[config.mk]
export PLATFORM = sky130hd
export DESIGN_NAME = muldiv_unit_flat
export DESIGN_NICKNAME = d
export VERILOG_FILES = /design/src/rtl/muldiv_unit_if.sv /design/src/rtl/muldiv_unit.sv /design/src/flat_wrapper.sv
export SDC_FILE = /design/constraint.sdc
export NUM_CORES = 1
export LEC_CHECK = 0
export ABC_AREA = 0
export CAP_MARGIN = 15
export CORE_UTILIZATION = 60
export CTS_CLUSTER_DIAMETER = 150
export CTS_CLUSTER_SIZE = 12
export DETAILED_ROUTE_END_ITERATION = 10
export PLACE_DENSITY = 0.83
export SLEW_MARGIN = 15
export SYNTH_ARGS = -nofsm -noshare
export SYNTH_HDL_FRONTEND = slang
export SYNTH_SLANG_ARGS = --single-unit
export TNS_END_PERCENT = 30
[constraint.sdc]
create_clock -name i_clk -period 8.24 [get_ports i_clk]
set_clock_uncertainty 0.2 [all_clocks]
set_input_delay 1.648 -clock i_clk [delete_from_list [all_inputs] [get_ports i_clk]]
set_output_delay 1.648 -clock i_clk [all_outputs]
set_load 0.1 [all_outputs]
[src/rtl/muldiv_unit_if.sv]
// Core-side bundle for the iterative multiply/divide unit: operands in, regfile write out.
interface muldiv_unit_if #(parameter int unsigned XLEN = 32);
   logic            i_start;
   logic [2:0]      i_funct3;
   logic [XLEN-1:0] i_rs1_data;
   logic [XLEN-1:0] i_rs2_data;
   logic [4:0]      i_rd_addr;
   logic            o_stall;
   logic            o_busy;
   logic [4:0]      o_rd_addr;
   logic [XLEN-1:0] o_rd_data;
   logic            o_rd_wren;

   modport master (
      output i_start, i_funct3, i_rs1_data, i_rs2_data, i_rd_addr,
      input  o_stall, o_busy, o_rd_addr, o_rd_data, o_rd_wren
   );

   modport slave (
      input  i_start, i_funct3, i_rs1_data, i_rs2_data, i_rd_addr,
      output o_stall, o_busy, o_rd_addr, o_rd_data, o_rd_wren
   );
endinterface

[src/rtl/muldiv_unit.sv]
// Iterative RV32M unit: XLEN-step shift-add multiply / restoring divide on operand magnitudes,
// followed by a sign-fix cycle and a single-cycle regfile write strobe.
module muldiv_unit #(
   parameter int unsigned XLEN = 32
) (
   input  logic        i_clk,
   input  logic        i_reset,
   muldiv_unit_if.slave bus
);
   localparam int unsigned CW = $clog2(XLEN) + 1;

   typedef enum logic [1:0] {S_IDLE, S_CALC, S_FIX, S_DONE} state_t;

   state_t            state_q, state_d;
   logic [CW-1:0]     cnt_q, cnt_d;
   logic [2*XLEN-1:0] acc_q, acc_d;
   logic [XLEN-1:0]   b_q, b_d;
   logic [2:0]        f3_q, f3_d;
   logic [4:0]        rd_q, rd_d;
   logic              neg_a_q, neg_a_d;
   logic              neg_b_q, neg_b_d;
   logic [XLEN-1:0]   res_q, res_d;
   logic [4:0]        rd_out_q, rd_out_d;

   logic              signed_a, signed_b, in_neg_a, in_neg_b;
   logic [XLEN-1:0]   abs_a, abs_b;
   logic [XLEN:0]     mul_sum, div_shift, div_diff;
   logic              div_ok;
   logic [2*XLEN-1:0] mul_next, div_next, prod;
   logic [XLEN-1:0]   quo, rem;

   // Operand conditioning at accept: magnitudes plus sign flags by funct3.
   always_comb begin
      signed_a = bus.i_funct3[2] ? ~bus.i_funct3[0] : (bus.i_funct3 != 3'b011);
      signed_b = bus.i_funct3[2] ? ~bus.i_funct3[0] : ~bus.i_funct3[1];
      in_neg_a = signed_a & bus.i_rs1_data[XLEN-1];
      in_neg_b = signed_b & bus.i_rs2_data[XLEN-1];
      abs_a    = in_neg_a ? -bus.i_rs1_data : bus.i_rs1_data;
      abs_b    = in_neg_b ? -bus.i_rs2_data : bus.i_rs2_data;
   end

   // One radix-2 step; acc holds {partial/remainder, multiplier/quotient}.
   always_comb begin
      mul_sum   = {1'b0, acc_q[2*XLEN-1:XLEN]} + (acc_q[0] ? {1'b0, b_q} : (XLEN+1)'(0));
      mul_next  = {mul_sum, acc_q[XLEN-1:1]};
      div_shift = {acc_q[2*XLEN-1:XLEN], acc_q[XLEN-1]};
      div_diff  = div_shift - {1'b0, b_q};
      div_ok    = ~div_diff[XLEN];
      div_next  = {(div_ok ? div_diff[XLEN-1:0] : div_shift[XLEN-1:0]), acc_q[XLEN-2:0], div_ok};
   end

   // Sign correction; a zero divisor leaves rem = |rs1| so only the quotient needs overriding.
   always_comb begin
      prod = (neg_a_q ^ neg_b_q) ? -acc_q : acc_q;
      rem  = neg_a_q ? -acc_q[2*XLEN-1:XLEN] : acc_q[2*XLEN-1:XLEN];
      if (b_q == '0) quo = '1;
      else           quo = (neg_a_q ^ neg_b_q) ? -acc_q[XLEN-1:0] : acc_q[XLEN-1:0];
   end

   always_comb begin
      state_d  = state_q;
      cnt_d    = cnt_q;
      acc_d    = acc_q;
      b_d      = b_q;
      f3_d     = f3_q;
      rd_d     = rd_q;
      neg_a_d  = neg_a_q;
      neg_b_d  = neg_b_q;
      res_d    = res_q;
      rd_out_d = rd_out_q;
      unique case (state_q)
         S_IDLE: begin
            if (bus.i_start) begin
               acc_d   = {(XLEN)'(0), abs_a};
               b_d     = abs_b;
               f3_d    = bus.i_funct3;
               rd_d    = bus.i_rd_addr;
               neg_a_d = in_neg_a;
               neg_b_d = in_neg_b;
               cnt_d   = '0;
               state_d = S_CALC;
            end
         end
         S_CALC: begin
            acc_d = f3_q[2] ? div_next : mul_next;
            cnt_d = cnt_q + CW'(1);
            if (cnt_q == CW'(XLEN - 1)) state_d = S_FIX;
         end
         S_FIX: begin
            unique case (f3_q)
               3'b000:                 res_d = prod[XLEN-1:0];
               3'b001, 3'b010, 3'b011: res_d = prod[2*XLEN-1:XLEN];
               3'b100, 3'b101:         res_d = quo;
               default:                res_d = rem;
            endcase
            rd_out_d = rd_q;
            state_d  = S_DONE;
         end
         default: state_d = S_IDLE;
      endcase
   end

   always_ff @(posedge i_clk or negedge i_reset) begin
      if (!i_reset) state_q <= S_IDLE;
      else          state_q <= state_d;
   end

   always_ff @(posedge i_clk or negedge i_reset) begin
      if (!i_reset) begin
         cnt_q    <= '0;
         acc_q    <= '0;
         b_q      <= '0;
         f3_q     <= '0;
         rd_q     <= '0;
         neg_a_q  <= 1'b0;
         neg_b_q  <= 1'b0;
         res_q    <= '0;
         rd_out_q <= '0;
      end else begin
         cnt_q    <= cnt_d;
         acc_q    <= acc_d;
         b_q      <= b_d;
         f3_q     <= f3_d;
         rd_q     <= rd_d;
         neg_a_q  <= neg_a_d;
         neg_b_q  <= neg_b_d;
         res_q    <= res_d;
         rd_out_q <= rd_out_d;
      end
   end

   // Stall is combinational so the core freezes in the very cycle the op is decoded.
   assign bus.o_stall   = i_reset & (((state_q == S_IDLE) & bus.i_start) |
                                     (state_q == S_CALC) | (state_q == S_FIX));
   assign bus.o_busy    = (state_q != S_IDLE);
   assign bus.o_rd_wren = (state_q == S_DONE);
   assign bus.o_rd_data = res_q;
   assign bus.o_rd_addr = rd_out_q;
endmodule
[src/flat_wrapper.sv]
// flat-port wrapper written by rule: the top's interface ports become plain ports
module muldiv_unit_flat 
#(
   parameter int unsigned XLEN = 32
)
  (i_clk, i_reset, bus_i_start, bus_i_funct3, bus_i_rs1_data, bus_i_rs2_data, bus_i_rd_addr, bus_o_stall, bus_o_busy, bus_o_rd_addr, bus_o_rd_data, bus_o_rd_wren);
  muldiv_unit_if #(.XLEN(XLEN)) bus_i ();
  input  logic i_clk;
  input  logic i_reset;
  input wire logic [$bits(bus_i.i_start)-1:0] bus_i_start;
  input wire logic [$bits(bus_i.i_funct3)-1:0] bus_i_funct3;
  input wire logic [$bits(bus_i.i_rs1_data)-1:0] bus_i_rs1_data;
  input wire logic [$bits(bus_i.i_rs2_data)-1:0] bus_i_rs2_data;
  input wire logic [$bits(bus_i.i_rd_addr)-1:0] bus_i_rd_addr;
  output wire logic [$bits(bus_i.o_stall)-1:0] bus_o_stall;
  output wire logic [$bits(bus_i.o_busy)-1:0] bus_o_busy;
  output wire logic [$bits(bus_i.o_rd_addr)-1:0] bus_o_rd_addr;
  output wire logic [$bits(bus_i.o_rd_data)-1:0] bus_o_rd_data;
  output wire logic [$bits(bus_i.o_rd_wren)-1:0] bus_o_rd_wren;
  assign bus_i.i_start = bus_i_start;
  assign bus_i.i_funct3 = bus_i_funct3;
  assign bus_i.i_rs1_data = bus_i_rs1_data;
  assign bus_i.i_rs2_data = bus_i_rs2_data;
  assign bus_i.i_rd_addr = bus_i_rd_addr;
  assign bus_o_stall = bus_i.o_stall;
  assign bus_o_busy = bus_i.o_busy;
  assign bus_o_rd_addr = bus_i.o_rd_addr;
  assign bus_o_rd_data = bus_i.o_rd_data;
  assign bus_o_rd_wren = bus_i.o_rd_wren;
  muldiv_unit #(.XLEN(XLEN)) u_core (.i_clk(i_clk), .i_reset(i_reset), .bus(bus_i));
endmodule
==> flow_summary.toml <==
[logic_synthesis]
synth_seq_area_share_pct = 26.80
synth_edf_count = 0
async_reset_ff_share_pct = 100.0
synth_top_area_share_pct = 26.80
netlist_instances = 1799
synth.area.top_cells = "dfrtp_1 (27%), xnor2_1 (8.6%), o21ai_0 (7.2%)"
ys_seq_elements = 151
netlist_area_sq_mm = 0.01410
yosys_warnings = 0
yosysTopAreaCell = "dfrtp_1"
synth_cell_types = 73
syn_nets = 1949
ys.flop_type = "dfrtp_1"
avgSynthCellArea_sq_um = 7.838

[cells_and_area]
area_growth_pct = 12.80
n_antenna_cell = 0
seqCellArea_sq_mm = 0.003780
drive_gt1_share_pct = 5.351
multiInputGateArea_sq_mm = 0.009602
final_util_pct = 69.62
final_nets = 1987
fillers = 1915

[timing]
drv_slew = 0
timing.final.crit_share_pct = 70.64
finalHoldViolCount = 0
worst_pin_slew_ns = 1.147
fin_setup_tns_ns = 0
relSlewSlack_pct = 23.44
fmax_mhz = 171.8
rsz0062_at_grt = "no"
setup_viol = 0
min_period_ns = 5.821

[setup_path]
critPathMaxStageDelay_ns = 1.13
rr_startpoint = "u_core.acc_q[0]"
rr_endpoint = "u_core.acc_q[58]"
arrival_ns = 3.97
path_cells = "clkdlybuf4s50_1 -> and2_1 -> o31a_1 -> clkdlybuf4s50_1"
critPathMaxFanout = 13
worst-path-stages = 4
path_class = "in -> out"
critical_path.top_delay_family = "buffers and inverters"
cp_common_cell = "clkdlybuf4s50_1"
crit_required_ns = 6.39
crit_buf_inv = 2
cpMaxStageDelayCell = "clkdlybuf4s50_1"
start_kind = "input pin"
crit_path_end_kind = "output port"
r2r_cells = 13
r2r_setup_slack_ns = 3.91

[clock_network]
cts_tree = "built"
cts_buffers = 17
ctsHoldBuffers = 0
ctsHtreeMaxLevel = 4
ctsLongestPathBuffers = 2
clock_latency_ns = 0.44
cts-root-buf = "clkbuf_16"
cts_resized = 0
cts_num_sinks = 151
clk_pin_slew_ns = 0.07
postCtsSetupBuffers = 0

[global_routing]
grt_pass1_wl_microns = 70340
grt_pass1_vias = 13100
track_usage_pct = 37.10
antenna_found_initial = 0
grt_overflow = 0
grt_max_degree = 91

[detailed_routing]
num_vias = 14070
vias_per_cell = 6.503
wl_met3_microns = 4748
drtIter0Drc = 1605
post_drt_wl_per_cell_microns = 20.10
drc_errors = 0
drt_wl_total_microns = 43480
wl_met1_microns = 18730
antenna_left = 0
top_layer = "met4"
firstDrtPassIters = 6
dr_wl_met2_microns = 18820

[floorplanning]
dieWidth_microns = 155.3
start_util_pct = 61.72
dieArea_sq_mm = 0.02412
io_pins = 115
die_h_microns = 155.3
row_count = 55
core-area_sq_mm = 0.02285

[flow_run]
drv_cap = 0

[outcome]
status = "completed"

[placement]
place_congestion = 1.033
hpwl_microns = 32450
io_buffers = 114

[hold_path]
hold_depth = 2
worstHoldPathType = "reg -> reg"
hold_start = "u_core.b_q[9]"
min_to = "u_core.b_q[9]"
-- final cells by class --
cell class | count | share of cell area (%)
multi-input combinational | 1465 | 60.37
clock inverter | 13 | 0.9440
clock buffer | 19 | 2.848
tap | 313 | 2.462
inverter | 73 | 1.723
timing repair buffer | 129 | 7.890
sequential | 151 | 23.76
-- synth_stat cells, drive strengths merged (15+ instances only) --
master  number
nand2      208
o21ai      207
dfrtp      151
xnor2      138
nor2       132
a21oi      123
clkbuf      84
ha          73
inv         73
xor2        63
mux2i       50
o22ai       33
nor3        29
or3         29
a21o        26
buf         26
nand3       25
nor4        24
mux2        23
a22oi       22
a221oi      21
o31ai       21
nand2b      18
a31oi       15
-- sequential cells by signal, summed over array words and instances, names as in the netlist --
name,count
u_core.acc_q,64
u_core.b_q,32
u_core.bus.o_rd_data,32
u_core.cnt_q,6
u_core.bus.o_rd_addr,5
u_core.rd_q,5
u_core.f3_q,3
u_core.state_q,2
u_core.neg_a_q,1
u_core.neg_b_q,1
-- how the worst max path moves through the flow --
stage	startpoint	to	slack, ns
6_report	bus_i_start	bus_o_stall	2.42
3_3_place_gp	bus_i_start	bus_o_stall	2.44
4_1_cts	bus_i_start	bus_o_stall	2.42
3_5_place_dp	bus_i_start	bus_o_stall	2.43
5_1_grt	bus_i_start	bus_o_stall	2.34
2_1_floorplan	bus_i_start	bus_o_stall	3.35
-- stage by stage --
step	area (sq um)	worst slack, ns	std cells	hold WS (ns)
4_1_cts	15910	2.417	2163	0.3090
5_1_grt	15910	2.339	2163	0.3257
3_3_place_gp	15300	2.436	2131	0.2641
2_1_floorplan	14100	3.353	1799	0.2498
6_report	15910	2.419	2163	0.3052
3_5_place_dp	15300	2.431	2131	0.2919
-- cell families after synthesis --
group / share of synthesized area [%]
compound gates: 25.08
simple gates: 18.10
buf+inv: 5.368
mux: 5.413
xor+xnor: 12.48
flops: 26.80
fa+ha+maj: 6.761
-- layer usage --
| metal | GRT usage, % | vias to the layer above |
|---|---|---|
| li1 | - | 6585 |
| met2 | 55.96 | 785 |
| met5 | 0 | - |
| met3 | 8.802 | 68 |
| met4 | 11.86 | 0 |
| met1 | 52.27 | 6629 |
-- layout by cell type (no fill, tap or decap), drive strengths merged, types with 26 or more instances in the layout --
cell / synthesis / layout
ha: 73 / 73
o21ai: 207 / 207
or3: 29 / 29
a21o: 26 / 26
nor2: 132 / 132
inv: 73 / 82
nor3: 29 / 29
a21oi: 123 / 123
nand2: 208 / 208
dfrtp: 151 / 151
o22ai: 33 / 33
clkdlybuf4s50: 0 / 113
xor2: 63 / 63
mux2i: 50 / 50
xnor2: 138 / 138
-- worst register-to-register path, delay by kind of cell, from the launching register on --
family / cells / cell delay (ns)
muxes: 1 / 0.37
AOI/OAI and AO/OA: 8 / 2.23
DFF: 1 / 0.48
and+or+nand+nor: 1 / 0.12
adders and majority gates: 1 / 0.35
buffers and inverters: 2 / 0.48
Power is left out: the tool's default activity adds up to more than one toggle a clock period on the data nets, which glitch-free logic cannot reach.
